## config.mk

```make
export PLATFORM = sky130hd
export DESIGN_NAME = mod_counter
export DESIGN_NICKNAME = d
export VERILOG_FILES = /design/src/rtl/game_pkg.sv /design/src/rtl/mod_counter_next.sv /design/src/rtl/mod_counter.sv
export SDC_FILE = /design/constraint.sdc
export NUM_CORES = 1
export LEC_CHECK = 0
export CAP_MARGIN = 20
export CORE_MARGIN = 1.5
export CORE_UTILIZATION = 33
export CTS_CLUSTER_DIAMETER = 40
export DETAILED_ROUTE_END_ITERATION = 7
export SYNTH_ARGS = -nofsm -noshare
export SYNTH_HDL_FRONTEND = slang
export SYNTH_SLANG_ARGS = --single-unit
```

## constraint.sdc

```tcl
create_clock -name clk -period 2.45 [get_ports clk]
set_clock_uncertainty 0.1 [all_clocks]
set_input_delay 0.245 -clock clk [delete_from_list [all_inputs] [get_ports clk]]
set_output_delay 0.245 -clock clk [all_outputs]
set_load 0.05 [all_outputs]
```

## src/rtl/game_pkg.sv

```systemverilog
// ============================================================================
// Module   : game_pkg
// Purpose  : Shared game-control constants: deck geometry and count direction.
// Revision : 1.0
// ============================================================================
`default_nettype none

package game_pkg;

    localparam int DECK_SIZE  = 52;
    localparam int DECK_IDX_W = 6;

    localparam logic CNT_UP = 1'b1;
    localparam logic CNT_DN = 1'b0;

endpackage

`default_nettype wire

```

## src/rtl/mod_counter_next.sv

```systemverilog
// ============================================================================
// Module   : mod_counter_next
// Purpose  : Combinational modulo-N next value and boundary detect.
//            MOD_COUNTER_SAT_EN selects saturation instead of wrap at the boundary.
// Revision : 1.0
// ============================================================================
`default_nettype none

module mod_counter_next
    import game_pkg::*;
#(
    parameter int WIDTH   = DECK_IDX_W,
    parameter int MODULUS = DECK_SIZE
) (
    input  logic [WIDTH-1:0] i_q,
    input  logic             i_up,
    output logic [WIDTH-1:0] o_next,
    output logic             o_boundary
);

    localparam logic [WIDTH-1:0] c_max  = WIDTH'(MODULUS - 1);
    localparam logic [WIDTH-1:0] c_zero = '0;
    localparam logic [WIDTH-1:0] c_one  = WIDTH'(1);

    logic w_at_max;
    logic w_at_zero;

    assign w_at_max   = (i_q == c_max);
    assign w_at_zero  = (i_q == c_zero);
    assign o_boundary = (i_up == CNT_UP) ? w_at_max : w_at_zero;

    // Boundary is tested before stepping so no WIDTH overflow is ever relied upon.
    always_comb begin
        o_next = i_q;
        if (i_up == CNT_UP) begin
            if (!w_at_max) begin
                o_next = i_q + c_one;
            end else begin
`ifdef MOD_COUNTER_SAT_EN
                o_next = c_max;
`else
                o_next = c_zero;
`endif
            end
        end else begin
            if (!w_at_zero) begin
                o_next = i_q - c_one;
            end else begin
`ifdef MOD_COUNTER_SAT_EN
                o_next = c_zero;
`else
                o_next = c_max;
`endif
            end
        end
    end

endmodule

`default_nettype wire

```

## src/rtl/mod_counter.sv

```systemverilog
// ============================================================================
// Module   : mod_counter
// Purpose  : Modulo-N up/down counter with load, clear, cascade carry and a
//            sticky wrap flag. MOD_COUNTER_SAT_EN makes boundary steps saturate.
// Revision : 1.0
// ============================================================================
`default_nettype none

module mod_counter
    import game_pkg::*;
#(
    parameter int WIDTH     = DECK_IDX_W,
    parameter int MODULUS   = DECK_SIZE,
    parameter int RESET_VAL = 0
) (
    input  logic             clk,
    input  logic             reset,
    input  logic             enable,
    input  logic             clear,
    input  logic             load,
    input  logic [WIDTH-1:0] load_val,
    input  logic             up,
    output logic [WIDTH-1:0] q,
    output logic             tc,
    output logic             carry,
    output logic             wrapped
);

    localparam logic [WIDTH-1:0] c_max       = WIDTH'(MODULUS - 1);
    localparam logic [WIDTH-1:0] c_reset_val = WIDTH'(RESET_VAL);

    logic [WIDTH-1:0] r_count_q;
    logic [WIDTH-1:0] w_count_d;
    logic             r_wrapped_q;
    logic             w_wrapped_d;
    logic [WIDTH-1:0] w_step_val;
    logic             w_boundary;

    mod_counter_next #(
        .WIDTH   (WIDTH),
        .MODULUS (MODULUS)
    ) u_next (
        .i_q        (r_count_q),
        .i_up       (up),
        .o_next     (w_step_val),
        .o_boundary (w_boundary)
    );

    always_comb begin
        w_count_d   = r_count_q;
        w_wrapped_d = r_wrapped_q;
        if (clear) begin
            w_count_d   = c_reset_val;
            w_wrapped_d = 1'b0;
        end else if (load) begin
            // Out-of-range loads clamp to the top of the count range.
            w_count_d = (load_val > c_max) ? c_max : load_val;
        end else if (enable) begin
            w_count_d = w_step_val;
            if (w_boundary) begin
                w_wrapped_d = 1'b1;
            end
        end
    end

    always_ff @(posedge clk) begin
        if (reset) begin
            r_count_q   <= c_reset_val;
            r_wrapped_q <= 1'b0;
        end else begin
            r_count_q   <= w_count_d;
            r_wrapped_q <= w_wrapped_d;
        end
    end

    assign q       = r_count_q;
    assign wrapped = r_wrapped_q;
    assign tc      = w_boundary;
    assign carry   = w_boundary & enable & ~load & ~clear;

endmodule

`default_nettype wire

```

Word level (Yosys, flattened, before mapping)
Cells that the tools add are included.
{"block": "word_totals", "register_bits": 7, "word_cells": 22, "in_bits": 12}
{"block": "op_classes", "n_eq_ne": 1, "order_cmp": 1, "n_mux": 7, "bitwise": 5, "n_reduce_logical": 4, "add_sub_neg": 2}
{"cell": "6-bit 2-to-1 mux", "n": 6}
{"cell": "6-bit by 1-bit adder with 6-bit output (second input constant)", "n": 1}
{"cell": "6-bit equality test (second input constant)", "n": 1}
{"cell": "6-bit > comparator (second input constant)", "n": 1}
{"cell": "6-bit logical NOT", "n": 1}
{"cell": "6-bit by 1-bit subtractor with 6-bit output (second input constant)", "n": 1}
{"cell": "1-bit bitwise AND", "n": 3}
{"cell": "3-bit AND reduction", "n": 1}
{"cell": "1-bit inverter", "n": 2}
{"cell": "2-bit nonzero test", "n": 1}
{"cell": "2-bit OR reduction", "n": 1}
{"cell": "1-bit 2-to-1 mux", "n": 1}

Longest topological paths before layout
{"block": "depth", "word_depth": 5, "depth_mapped": 5}

Modules after synthesis
A second synthesis with hierarchy kept.
{"block": "hier_totals", "cells_unflattened": 84, "area_unflattened_um2": 715.7}
{"module": "mod_counter_next", "cells_each": 47, "n_inst": 1, "seq_area_each_um2": 0.0, "area_per_inst_um2": 365.4}
{"module": "mod_counter", "cells_each": 37, "n_inst": 1, "seq_area_each_um2": 140.1, "area_per_inst_um2": 350.3}

Worst setup path before layout
OpenSTA, ideal clock, no wires.
{"block": "synth_timing", "path_type": "register -> output", "from": "reg r_count_q[1] (netlist: q[1])", "to": "out carry", "path_stages_with_launch": 6, "path_slack_ps": -107, "arrival_time_ps": 2212, "n_path_buf": 0, "path_cell_list": "dfxtp_1 > ha_1 > and2_2 > nand4_1 > a21oi_1 > nor2b_1"}
{"block": "synth_via", "elab_chain_cells": 5, "elab_cells_between_ends": 6}
{"item": "from (decl)", "line": "mod_counter.sv:32", "source": "logic [WIDTH-1:0] r_count_q;"}
{"item": "from (signal assigned)", "line": "mod_counter.sv:68", "source": "r_count_q <= c_reset_val;"}
{"item": "from (signal assigned)", "line": "mod_counter.sv:71", "source": "r_count_q <= w_count_d;"}
{"item": "6-bit equality test / 6-bit logical NOT (equally long branches)", "line": "mod_counter_next.sv:28, mod_counter_next.sv:29"}
{"item": "1-bit 2-to-1 mux (*)", "line": "mod_counter_next.sv:30", "source": "assign o_boundary = (i_up == CNT_UP) ? w_at_max : w_at_zero;"}
{"item": "1-bit bitwise AND (*) (3 in series)", "line": "mod_counter.sv:79", "source": "assign carry = w_boundary & enable & ~load & ~clear;"}
{"item": "to (decl)", "line": "mod_counter.sv:25", "source": "output logic carry,"}
Mark *: on every way between the ends. The rest lies on a longest branch, timed or not.

Worst setup path after layout
{"block": "layout_timing", "from": "reg r_count_q[0] (netlist: q[0])", "to": "out carry"}
The elaborated chain is that of the path after synthesis.

==> qor.csv <==
stage,metric,value,unit
power,leakagePower,0.000376,µW
clocking,clk_pin_slew,50,ps
clocking,clock_latency,250,ps
floorplan,die-area,2600,µm²
sta,setup_ws,167,ps
yosys,ys_warn_count,0,
global_route,grt_pass1_vias,772,
detailed_routing,ant_nets,0,
sta,max_slew_margin,66.2,%
sta,report.final.slew_viol_count,0,
worst_setup_path,crit_path_end_kind,output pin,
placement,portBuffers,20,
clocking,clock_path_buffers,2,
worst_setup_path,required,2110,ps
yosys,syn_area,759,µm²
yosys,synth_seq_cells,7,
floorplan,start_util,34.7,%
sta,finalCritPeriodShare,93.2,%
yosys,syn_avg_cell_area,7.91,µm²
yosys,synth_compound_area_share,32.5,%
detailed_routing,vias_per_cell,5.70,
global_route,grt_usage,17.5,%
finish,num_antenna_cells,0,
outcome,status,completed,
yosys,synth.area.mux_share,2.80,%
yosys,synth_edf_count,0,
power,ir_drop,0.316,mV
detailed_routing,drt_wl_total,2.03,mm
clocking,tritoncts,built,
global_route,antenna_found_initial,0,
detailed_routing,vias,815,
worst_hold_path,hp-class,reg -> reg,
clocking,postCtsHoldBufs,0,
clocking,post_cts_resized,0,
power,power.density,405,nW/µm²
worst_hold_path,hold_depth,1,
yosys,synthFlopType,dfxtp_1,
yosys,yosys.area_share.adder,4.94,%
finish,syn2layout_area_growth,30.5,%
detailed_routing,route.detailed.drc,0,
placement,pre_cts_slack,367,ps
finish,drive_gt1_share,16.5,%
yosys,yosys-top-cells-area,"dfxtp_1 18%, buf_6 5.9%, ha_1 4.9%, nand2_1 4.9%, a21oi_1 4.0%",
clocking,post_cts_buffers,0,
finish,fin_area,991,µm²
worst_setup_path,worstSetupPathType,reg -> out,
detailed_routing,dr.first_iter.drc_count,24,
floorplan,core,2190,µm²
global_route,grt_pass1_wl,3.50,mm
global_route,grt_max_degree,13,
worst_setup_path,arrival,1940,ps
sta,hold_violations,0,
worst_setup_path,start_kind,flop,
sta,min_period,2280,ps
detailed_routing,wire_per_inst,14.2,µm
floorplan,die_w,51.0,µm
placement,routabilityCongestion,0.866,
sta,rsz0062_at_grt,false,
yosys,synthSimpleGateAreaFrac,28.2,%
finish,fin_nets,131,
yosys,yosys.area.top_type_share,18.5,%
placement,dp.final_hpwl,1.55,mm
global_route,overflow,0,
floorplan,die_h,51.0,µm
yosys,async_flop_share,0,%
sta,worst_slew_pin_slew,505,ps
sta,fmaxAchievable,438,MHz
detailed_routing,dr.pass1.iters,4,
yosys,synth_top_family_by_area,compound AO/OA/AOI/OAI gates,
sta,tns,0,ps
placement,placed_area,965,µm²
yosys,synth_top_cell_by_area,dfxtp_1,
clocking,cts_sinks,7,
yosys,synth_cell_type_count,42,
flow_run,maxCapViolCount,0,
yosys,syn_nets,111,
clocking,cts_inserted_buffers,3,
floorplan,io_pins,21,
clocking,root_buffer,clkbuf_4,
clocking,ctsHtreeMaxLevel,1,
yosys,yosysMostFrequentCell,nand2_1,
finish,final_util,45.2,%
yosys,synth-seq-area-share,18.5,%
yosys,synthTopCellsByCount,"10 x nand2_1, 7 x dfxtp_1, 6 x a21oi_1, 6 x o21ai_0",
sta,setup_violations,0,
floorplan,rows,17,
power,finalPower,402,µW
yosys,synthCells,96,
worst_setup_path,cp_max_fo,7,
yosys,synthXorXnorAreaFrac,2.31,%
worst_setup_path,reg2reg_depth,5,
-- kinds of logic (layout without fill, tap and decap cells) --
kind of cell | after synthesis | count (layout)
compound gates | 34 | 34
fa+ha+maj | 3 | 3
mux | 2 | 2
buf+inv | 11 | 30
xor+xnor | 2 | 2
flops | 7 | 7
simple gates | 37 | 37
-- per-stage QoR --
| step | instances | hold WS (ps) |
|---|---|---|
| 3_5_place_dp | 139 | 356 |
| 2_1_floorplan | 96 | 310 |
| 6_report | 143 | 371 |
| 4_1_cts | 143 | 373 |
| 5_1_grt | 143 | 394 |
| 3_3_place_gp | 139 | 355 |
-- sequential cells by signal (all words and copies together), names as in the netlist --
name,count
q,6
wrapped,1
-- per-layer routing --
| metal | track usage [%] | wire length (µm) | vias to the layer above |
|---|---|---|---|
| met4 | 1.35 | 0 | 0 |
| met3 | 4.97 | 153 | 0 |
| met5 | 0 | 0 | - |
| met1 | 21.3 | 881 | 380 |
| li1 | - | - | 396 |
| met2 | 31.4 | 993 | 39 |
-- cell usage in the layout, fill, tap and decap left out, drive strengths merged, types with 2 or more instances in the layout --
cell / instances
nand2: 10
nand3: 4
a41oi: 2
inv: 4
nor2: 6
xnor2: 2
nand3b: 2
nor3: 3
o211ai: 2
clkbuf: 4
a41o: 2
o21a: 2
a21boi: 2
ha: 3
a31oi: 4
clkdlybuf4s50: 18
buf: 4
o21ai: 7
o211a: 2
nor2b: 2
nand4: 2
dfxtp: 7
a21oi: 6
-- critical path: stages, from the launching register on --
cell	delay [ps]
dfxtp_1	470
ha_1	320
and2_2	170
nand4_1	140
a21oi_1	210
nor2b_2	220
buf_12	150
-- where the power goes --
part           total, µW  internal, µW  switching [µW]
sequential           134           120            14.9
clock                108          62.3            45.2
combinational        160          73.6            85.9
total                402           255             146
-- cell type report --
class                   count  area (µm²)
well taps                  28        35.0
repair buffers             22         235
inverters                   4        15.0
fillers                   227        1200
flip-flops and latches      7         140
clock buffers               4        26.3
multi-input cells          78         539
-- final timing paths --
kind,start,end,slack [ps]
worst max-delay path,q[0],carry,170
worst min-delay path,wrapped,wrapped,370
worst max register to register,q[0],q[4],740
worst min register to register,wrapped,wrapped,370
Power figures use the tool's default switching activity.
